$ cat src/rtl/stopwatch_timer_core.sv
// Stopwatch/timer time core: BCD mm:ss counter with up/down modes, field adjust,
// end-of-countdown alarm and a circular lap-capture FIFO that overwrites its oldest entry.
module stopwatch_timer_core #(
    parameter int MIN_MAX   = 59,
    parameter int LAP_DEPTH = 4,
    parameter int LAP_AW    = 2
) (
    input  logic              clk,
    input  logic              rst_n,
    input  logic              tick_1hz,
    input  logic              tick_2hz,
    input  logic              mode_down,
    input  logic              start_stop,
    input  logic              clear,
    input  logic              adj,
    input  logic              sel,
    input  logic              lap,
    input  logic              lap_rd,
    output logic [3:0]        min_tens,
    output logic [3:0]        min_ones,
    output logic [3:0]        sec_tens,
    output logic [3:0]        sec_ones,
    output logic              running,
    output logic              alarm,
    output logic [15:0]       lap_time,
    output logic [LAP_AW:0]   lap_count,
    output logic              lap_full,
    output logic              lap_empty
);

    typedef enum logic [1:0] {IDLE, RUN, ADJUST, DONE} state_t;

    localparam logic [7:0]      MIN_TOP = {4'(MIN_MAX / 10), 4'(MIN_MAX % 10)};
    localparam logic [LAP_AW:0] DEPTH_C = (LAP_AW + 1)'(LAP_DEPTH);

    state_t      state, state_next;
    logic        dir, dir_next;
    logic [7:0]  mins, secs, mins_next, secs_next;

    function automatic logic [7:0] min_inc(input logic [7:0] v);
        if (v == MIN_TOP)        return 8'h00;
        else if (v[3:0] == 4'd9) return {v[7:4] + 4'd1, 4'd0};
        else                     return {v[7:4], v[3:0] + 4'd1};
    endfunction

    function automatic logic [7:0] min_dec(input logic [7:0] v);
        if (v == 8'h00)          return MIN_TOP;
        else if (v[3:0] == 4'd0) return {v[7:4] - 4'd1, 4'd9};
        else                     return {v[7:4], v[3:0] - 4'd1};
    endfunction

    function automatic logic [7:0] sec_inc(input logic [7:0] v);
        if (v == 8'h59)          return 8'h00;
        else if (v[3:0] == 4'd9) return {v[7:4] + 4'd1, 4'd0};
        else                     return {v[7:4], v[3:0] + 4'd1};
    endfunction

    function automatic logic [7:0] sec_dec(input logic [7:0] v);
        if (v == 8'h00)          return 8'h59;
        else if (v[3:0] == 4'd0) return {v[7:4] - 4'd1, 4'd9};
        else                     return {v[7:4], v[3:0] - 4'd1};
    endfunction

    assign mins = {min_tens, min_ones};
    assign secs = {sec_tens, sec_ones};

    always_comb begin
        state_next = state;
        dir_next   = dir;
        mins_next  = mins;
        secs_next  = secs;
        if (clear) begin
            state_next = IDLE;
            mins_next  = 8'h00;
            secs_next  = 8'h00;
        end else if (adj && state != DONE) begin
            state_next = ADJUST;
            if (state == ADJUST && tick_2hz) begin
                if (sel) secs_next = sec_inc(secs);
                else     mins_next = min_inc(mins);
            end
        end else begin
            unique case (state)
                IDLE: begin
                    if (start_stop && !(mode_down && mins == 8'h00 && secs == 8'h00)) begin
                        state_next = RUN;
                        dir_next   = mode_down;
                    end
                end
                RUN: begin
                    if (start_stop) begin
                        state_next = IDLE;
                    end else if (tick_1hz) begin
                        if (!dir) begin
                            secs_next = sec_inc(secs);
                            if (secs == 8'h59) mins_next = min_inc(mins);
                        end else begin
                            secs_next = sec_dec(secs);
                            if (secs == 8'h00) mins_next = min_dec(mins);
                            if (mins == 8'h00 && secs == 8'h01) state_next = DONE;
                        end
                    end
                end
                ADJUST:  state_next = IDLE;
                DONE:    if (start_stop) state_next = IDLE;
                default: state_next = IDLE;
            endcase
        end
    end

    logic [15:0]       mem [LAP_DEPTH];
    logic [LAP_AW-1:0] wr_ptr, rd_ptr, wr_next, rd_next;
    logic [LAP_AW:0]   count_next;
    logic [15:0]       entry, head_next;
    logic              push, pop, advance;

    assign entry = {min_tens, min_ones, sec_tens, sec_ones};

    // A push into a full FIFO advances the read pointer exactly like a pop,
    // so overwrite-oldest and pop+push share the same pointer path.
    always_comb begin
        push       = !clear && lap && state == RUN;
        pop        = !clear && lap_rd && lap_count != '0;
        advance    = pop || (push && lap_count == DEPTH_C);
        wr_next    = wr_ptr;
        rd_next    = rd_ptr;
        count_next = lap_count;
        if (clear) begin
            wr_next    = '0;
            rd_next    = '0;
            count_next = '0;
        end else begin
            if (push)    wr_next = wr_ptr + LAP_AW'(1);
            if (advance) rd_next = rd_ptr + LAP_AW'(1);
            if (push && !advance)      count_next = lap_count + (LAP_AW + 1)'(1);
            else if (advance && !push) count_next = lap_count - (LAP_AW + 1)'(1);
        end
        if (count_next == '0)              head_next = '0;
        else if (push && wr_ptr == rd_next) head_next = entry;
        else                               head_next = mem[rd_next];
    end

    always_ff @(posedge clk) begin
        if (push) mem[wr_ptr] <= entry;
    end

    always_ff @(posedge clk or negedge rst_n) begin
        if (!rst_n) begin
            state     <= IDLE;
            dir       <= 1'b0;
            min_tens  <= '0;
            min_ones  <= '0;
            sec_tens  <= '0;
            sec_ones  <= '0;
            running   <= 1'b0;
            alarm     <= 1'b0;
            wr_ptr    <= '0;
            rd_ptr    <= '0;
            lap_count <= '0;
            lap_time  <= '0;
            lap_full  <= 1'b0;
            lap_empty <= 1'b1;
        end else begin
            state     <= state_next;
            dir       <= dir_next;
            {min_tens, min_ones} <= mins_next;
            {sec_tens, sec_ones} <= secs_next;
            running   <= state_next == RUN;
            alarm     <= state_next == DONE;
            wr_ptr    <= wr_next;
            rd_ptr    <= rd_next;
            lap_count <= count_next;
            lap_time  <= head_next;
            lap_full  <= count_next == DEPTH_C;
            lap_empty <= count_next == '0;
        end
    end

endmodule
$ cat config.mk
export PLATFORM = sky130hd
export DESIGN_NAME = stopwatch_timer_core
export DESIGN_NICKNAME = d
export VERILOG_FILES = /design/src/rtl/stopwatch_timer_core.sv
export SDC_FILE = /design/constraint.sdc
export NUM_CORES = 1
export LEC_CHECK = 0
export CELL_PAD_IN_SITES_DETAIL_PLACEMENT = 2
export CELL_PAD_IN_SITES_GLOBAL_PLACEMENT = 2
export CORE_MARGIN = 1.5
export CORE_UTILIZATION = 39
export DETAILED_ROUTE_END_ITERATION = 16
export GPL_TIMING_DRIVEN = 0
export PLACE_DENSITY_LB_ADDON = 0.12
export SLEW_MARGIN = 0
export SYNTH_ARGS = -nofsm -noshare
export SYNTH_HDL_FRONTEND = slang
export SYNTH_SLANG_ARGS = --single-unit
$ cat constraint.sdc
create_clock -name clk -period 2.8 [get_ports clk]
set_input_delay 0.56 -clock clk [delete_from_list [all_inputs] [get_ports clk]]
set_output_delay 0.56 -clock clk [all_outputs]
set_load 0.005 [all_outputs]
==> flow_metrics.env, run 1 <==
export IMPL_worstMarginPinSlew_ns=0.975
export IMPL_dpl_hpwl_mm=11.7
export IMPL_synth_flop_cell="edfxtp_1"
export IMPL_placed_cell_area_um2=6350
export IMPL_initial_core_util_pct=40.2
export IMPL_cts_tree="done"
export IMPL_io_pins=50
export IMPL_critPathCaptureType="register"
export IMPL_die_area_um2=15100
export IMPL_yosysSeqAreaShare_pct=54.7
export IMPL_syn_to_final_growth_pct=20.9
export IMPL_crit_required_ns=3.04
export IMPL_viasPerCell=5.70
export IMPL_regArea_um2=3080
export IMPL_grt_overflow=0
export IMPL_rr_startpoint="lap_count[1]$_DFF_PN0_"
export IMPL_coreArea_um2=14000
export IMPL_startpoint_type="input pin"
export IMPL_async_reset_ff_share_pct=41.8
export IMPL_fin_area_um2=6800
export IMPL_critical_path_top_delay_family="buffers and inverters"
export IMPL_path_clk_slew_ns=0.08
export IMPL_fp_dieH_um=123
export IMPL_crit_top_cell="buf_6"
export IMPL_maxSlewHeadroom_pct=35.0
export IMPL_stdcell_count=739
export IMPL_grtUsageTotal_pct=23.8
export IMPL_syn_avg_cell_area_um2=11.6
export IMPL_clkPwrFrac_pct=32.7
export IMPL_yosysWarnings=0
export IMPL_max_cap_violations=0
export IMPL_hp_class="in -> async"
export IMPL_multi_input_area_um2=2410
export IMPL_path_class="in -> reg"
export IMPL_wl_per_cell_um=22.9
export IMPL_port_buffers=49
export IMPL_diodes=0
export IMPL_cellLeakagePower_nw=2.46
export IMPL_switching_share_pct=29.0
export IMPL_cpMaxStageDelayCell="clkdlybuf4s50_1"
export IMPL_cts_sinks=110
export IMPL_drv_slew=0
export IMPL_hold_violations=0
export IMPL_fin_util_pct=48.6
export IMPL_cts_hold_buffers=0
export IMPL_crit_path_cell_trace="clkdlybuf4s50_1, buf_6, nor2b_1, a21oi_2, a221oi_1, a21o_1, a31o_1, buf_2, buf_6, a21oi_1"
export IMPL_rsz0062_at_grt="no"
export IMPL_synth_edf_count=64
export IMPL_synth_nets=518
export IMPL_ys_ff_latch=110
export IMPL_drt_pass1_iter_count=4
export IMPL_wl_mm=16.9
export IMPL_netlist_instances=486
export IMPL_grt_first_pass_wirelength_mm=26.9
export IMPL_clk_root_buffer_cell="clkbuf_16"
export IMPL_sequentialPowerShare_pct=48.9
export IMPL_core_rowCount=43
export IMPL_num_vias=4212
export IMPL_drive_gt1_share_pct=16.1
export IMPL_drcViolationCount=0
export IMPL_clk_latency_ns=0.36
export IMPL_antenna_found_initial=0
export IMPL_cts_buffers=9
export IMPL_ys_types=65
export IMPL_slowest_delay_ns=0.44
export IMPL_grt_pass1_vias=4618
export IMPL_vdd_drop_max_mv=0.281
export IMPL_fin_skew_ns=0.0138
export IMPL_status="finished, final reports clean"
export IMPL_comb_power_share_pct=18.4
export IMPL_layout_min_cycle_time_ns=2.66
export IMPL_r2r_slack_ns=0.18
export IMPL_die_w_um=123
export IMPL_path_depth=10
export IMPL_setup_viol=0
export IMPL_fin_crit_sh_pct=94.9
export IMPL_ant_nets=0
export IMPL_p_switching_mw=1.12
export IMPL_path_max_fanout=10
export IMPL_clk_path_buf_depth=2
export IMPL_nFillCells=1436
export IMPL_max_freq_mhz=376
export IMPL_grt_max_degree=25
export IMPL_gp_congestion=0.818
export IMPL_power_total_mw=3.85
export IMPL_dp_cells=716
export IMPL_cp_arrival_ns=2.90
export IMPL_final_nets=586
export IMPL_p_int_mw=2.73
export IMPL_fin_setup_tns_ns=0
export IMPL_htree_levels=3
export IMPL_timing_rr_end="lap_time[14]$_DFF_PN0_"
export IMPL_r2r_cells=9
export IMPL_power_density_nw_per_um2=566
export IMPL_netlist_area_um2=5620
export IMPL_detail_route_iter0_violations=314
export IMPL_crit_buf_inv=4
## how the worst max path moves through the flow
stage | from | end | slack [ns]
4_1_cts | lap_count[1]$_DFF_PN0_ | lap_time[8]$_DFF_PN0_ | 0.03
3_5_place_dp | clear | lap_time[14]$_DFF_PN0_ | -0.53
6_report | clear | lap_time[8]$_DFF_PN0_ | 0.14
5_1_grt | lap_count[1]$_DFF_PN0_ | lap_time[14]$_DFF_PN0_ | 0.007
2_1_floorplan | lap_count[1]$_DFF_PN0_ | lap_time[5]$_DFF_PN0_ | 0.53
3_3_place_gp | clear | lap_time[14]$_DFF_PN0_ | -0.46
## cells in the mapped netlist, types with 11 or more instances
cell / count / area share, %
edfxtp_1: 64 / 34
dfrtp_1: 45 / 20
nand2_1: 43 / 2.9
nor2_1: 38 / 2.5
a21oi_1: 36 / 3.2
ha_1: 21 / 4.7
mux2i_1: 20 / 3.6
inv_1: 17 / 1.1
nand3_1: 13 / 1.2
buf_2: 11 / 0.98
clkbuf_1: 11 / 0.73
o21ai_0: 11 / 0.98
## repair_timing
action | in CTS | in global routing
setup endpoints to repair | 15 | 28
pin swaps | 2 | 2
setup buffers | 4 | 3
gates resized for setup | 8 | 23
## metrics by stage
stage / hold WS (ns) / setup slack (ns)
after floorplan: 0.264 / 0.526
after global placement: 0.548 / -0.463
after detailed placement: 0.578 / -0.528
after CTS: 0.217 / 0.0333
after global routing: 0.242 / 0.00747
final: 0.189 / 0.142
## routing by layer
layer	track usage (%)	vias up	part of all wire (%)
li1	-	1939	-
met1	32.2	2191	45
met2	40.6	69	51
met3	2.40	13	2.0
met4	7.33	0	1.3
met5	0	-	0
## area by class of cell
type	instances	share of cell area (%)
multi-input cells	330	35.4
flip-flops and latches	110	45.3
inverters	17	0.939
repair buffers	57	8.21
well taps	180	3.31
clock inverters	6	0.736
clock buffers	10	3.51
plain buffers	29	2.52
## layout by cell type, fill, tap and decap left out, types with 4 or more instances in the layout
master / count
o211ai_2: 9
o211ai_1: 10
nand3_1: 13
nor2_1: 38
clkbuf_1: 10
nand2_1: 43
inv_1: 17
or3b_1: 4
mux2i_1: 19
ha_1: 20
dfrtp_1: 39
a22o_1: 4
edfxtp_1: 64
a22oi_2: 9
buf_4: 9
buf_6: 4
clkbuf_16: 9
a22oi_1: 7
clkbuf_4: 4
o22ai_1: 5
o21ai_0: 10
a211oi_1: 5
and2_1: 7
dfrtp_2: 6
a311oi_1: 4
nor3_1: 9
xnor2_1: 5
clkdlybuf4s50_1: 48
nand2b_1: 6
buf_2: 8
xor2_1: 4
nor2b_1: 5
a21oi_1: 33
## cell families after synthesis
| logic type | count (synthesis) | synth area share (%) |
|---|---|---|
| AO/OA/AOI/OAI | 130 | 18.0 |
| buffers and inverters | 46 | 3.92 |
| AND/OR/NAND/NOR | 149 | 13.6 |
| adder cells (fa/ha/maj) | 21 | 4.67 |
| flip-flops | 110 | 54.7 |
| multiplexers | 20 | 3.56 |
| XOR/XNOR | 10 | 1.56 |
## registers in the layout, summed over array words and instances, names as in the netlist
register and count:
running 1, alarm 1, lap_full 1, lap_time 16, mem 64, lap_empty 1, lap_count 3, min_tens 4
sec_tens 4, rd_ptr 2, wr_ptr 2, sec_ones 4, state 2, dir 1, min_ones 4
## power by group through the flow
stage | combinational (mW) | clock, mW | sequential [mW]
after floorplan | 0.384 | 0 | 1.88
after global routing | 0.775 | 1.33 | 1.90
after detailed placement | 0.674 | 0 | 1.92
after global placement | 0.641 | 0 | 1.91
after CTS | 0.691 | 1.29 | 1.88
final | 0.708 | 1.26 | 1.88
## worst reg2reg max path, cell delays in order, from the launching register on
cell	delay [ns]
dfrtp_1	0.44
inv_1	0.15
ha_2	0.29
nand2b_1	0.19
a21boi_1	0.34
xnor2_2	0.20
o211a_2	0.35
clkbuf_4	0.29
nand2_1	0.10
a21oi_1	0.20
Power figures use the tool's default switching activity.
==> inputs of run 2 (changes only) <==
CORE_MARGIN = not set   (was 1.5)
GPL_ROUTABILITY_DRIVEN = 0   (was not set)
==> flow_metrics.env, run 2 (synthesis gave the netlist of run 1 again) <==
export IMPL_status="finished, final reports clean"
export IMPL_power_density_nw_per_um2=579
export IMPL_layout_min_cycle_time_ns=2.70
export IMPL_fin_util_pct=48.5
export IMPL_cts_hold_buffers=0
export IMPL_max_freq_mhz=371
export IMPL_critPathCaptureType="register"
export IMPL_final_cell_mix="64 x edfxtp_1, 48 x clkdlybuf4s50_1, 43 x nand2_1"
export IMPL_clk_path_buf_depth=2
export IMPL_grt_first_pass_wirelength_mm=26.4
export IMPL_dpl_hpwl_mm=11.6
export IMPL_maxSlewHeadroom_pct=33.1
export IMPL_max_cap_violations=0
export IMPL_regArea_um2=3080
export IMPL_final_common_cell="edfxtp_1"
export IMPL_die_area_um2=14900
export IMPL_top_register="mem"
export IMPL_num_vias=4173
export IMPL_path_class="in -> reg"
export IMPL_nFillCells=1430
export IMPL_drt_pass1_iter_count=5
export IMPL_detail_route_iter0_violations=224
export IMPL_path_max_fanout=10
export IMPL_power_total_mw=3.92
export IMPL_grt_max_degree=25
export IMPL_wl_per_cell_um=22.9
export IMPL_antenna_found_initial=0
export IMPL_io_pins=50
export IMPL_hp_class="in -> async"
export IMPL_top_regs="mem: 64 flops, lap_time: 16 flops"
export IMPL_core_rowCount=43
export IMPL_worstMarginPinSlew_ns=1.00
export IMPL_die_w_um=122
export IMPL_fp_dieH_um=122
export IMPL_fin_skew_ns=0.0116
export IMPL_grt_overflow=0
export IMPL_critical_path_top_delay_family="buffers and inverters"
export IMPL_largest_reg_flops=64
export IMPL_wl_mm=16.9
export IMPL_fin_area_um2=6780
export IMPL_coreArea_um2=14000
export IMPL_cts_tree="done"
export IMPL_diodes=0
export IMPL_cpMaxStageDelayCell="clkdlybuf4s50_1"
export IMPL_htree_levels=3
export IMPL_crit_required_ns=3.04
export IMPL_drive_gt1_share_pct=15.0
export IMPL_rsz0062_at_grt="yes"
export IMPL_grt_pass1_vias=4493
export IMPL_grtUsageMet1_pct=32.5
export IMPL_setup_viol=0
export IMPL_fin_crit_sh_pct=96.4
export IMPL_grtUsageTotal_pct=24.0
export IMPL_cts_buffers=9
export IMPL_drv_slew=0
export IMPL_clk_latency_ns=0.36
export IMPL_final_nets=582
export IMPL_placed_cell_area_um2=6350
export IMPL_path_clk_slew_ns=0.08
export IMPL_cellLeakagePower_nw=2.45
export IMPL_vdd_drop_max_mv=0.253
export IMPL_startpoint_type="input pin"
export IMPL_grtUsageMet2_pct=40.6
export IMPL_crit_buf_inv=5
export IMPL_crit_top_cell="buf_6"
export IMPL_hold_violations=0
export IMPL_port_buffers=49
export IMPL_clk_root_buffer_cell="clkbuf_16"
export IMPL_slowest_delay_ns=0.44
export IMPL_multi_input_area_um2=2400
export IMPL_crit_path_cell_trace="clkdlybuf4s50_1, buf_6, nor4bb_4, buf_6, nand3_4, a2111oi_4, buf_6, buf_6, a22oi_2, o211ai_2, a21oi_1"
export IMPL_drcViolationCount=0
export IMPL_syn_to_final_growth_pct=20.5
export IMPL_ant_nets=0
export IMPL_initial_core_util_pct=40.2
export IMPL_viasPerCell=5.68
export IMPL_grt_use_met3_pct=2.43
export IMPL_cp_arrival_ns=2.94
export IMPL_cts_sinks=110
export IMPL_busiest_layer="met2"
run 2: cell count changes in the layout (fill, tap and decap cells not counted), sizes merged:
cell and delta:
clkbuf -3, clkinv -1, buf -2, inv +1, bufinv +1
run 2: power by group:
group | switching, mW | internal, mW
Sequential | 0.0887 | 1.79
Clock | 0.627 | 0.708
Combinational | 0.410 | 0.296
run 2: area by class of cell:
class                           count  area share [%]
Clock inverter                      7            1.16
Clock buffer                        9            3.32
Buffer                             29            2.53
Multi-Input combinational cell    330            35.4
Tap cell                          180            3.32
Inverter                           17           0.941
Timing Repair Buffer               53            7.85
Sequential cell                   110            45.5
run 2: worst paths after layout:
kind	start	endpoint	slack (ns)	cells after the start
setup / recovery	clear	lap_time[12]$_DFF_PN0_	0.10	11
hold / removal	rst_n	lap_time[8]$_DFF_PN0_	0.20	1
setup reg to reg	sec_ones[1]$_DFFE_PN0P_	min_tens[2]$_DFFE_PN0P_	0.17	10
hold reg to reg	mem[0][4]$_DFFE_PP_	lap_time[4]$_DFF_PN0_	0.57	2
max in group asynchronous	rst_n	lap_empty$_DFF_PN1_	1.98	2
min in group clk	mem[0][4]$_DFFE_PP_	lap_time[4]$_DFF_PN0_	0.57	2
run 2: per-stage QoR:
step                instances  setup TNS (ns)  hold slack [ns]  setup slack, ns
floorplan                 486               0            0.264            0.526
global placement          715          -28.96            0.553           -0.471
detailed placement        716          -16.89            0.561           -0.576
CTS                       735               0            0.224          0.00586
global route              735         -0.0104            0.244          -0.0104
finish                    735               0            0.196            0.101
run 2: repair_timing:
| action | in CTS | in global routing |
|---|---|---|
| pin swaps | 2 | 0 |
| setup endpoints to repair | 11 | 24 |
| buffers inserted | 3 | 0 |
| resized for setup | 7 | 23 |
run 2: metal layers:
metal	part of all wire, %	vias to the layer above
met2	51	59
met5	0	-
met1	46	2168
met4	0.81	0
met3	2.1	10
li1	-	1936
run 2: worst register-to-register path, cell delays in order, from the launching register on:
cell      delay, ns
dfrtp_2        0.50
inv_1          0.13
ha_1           0.23
or3b_1         0.36
clkbuf_1       0.21
nor3_1         0.19
o311a_1        0.19
clkbuf_4       0.20
a21boi_1       0.22
o21ai_0        0.13
a21oi_1        0.19
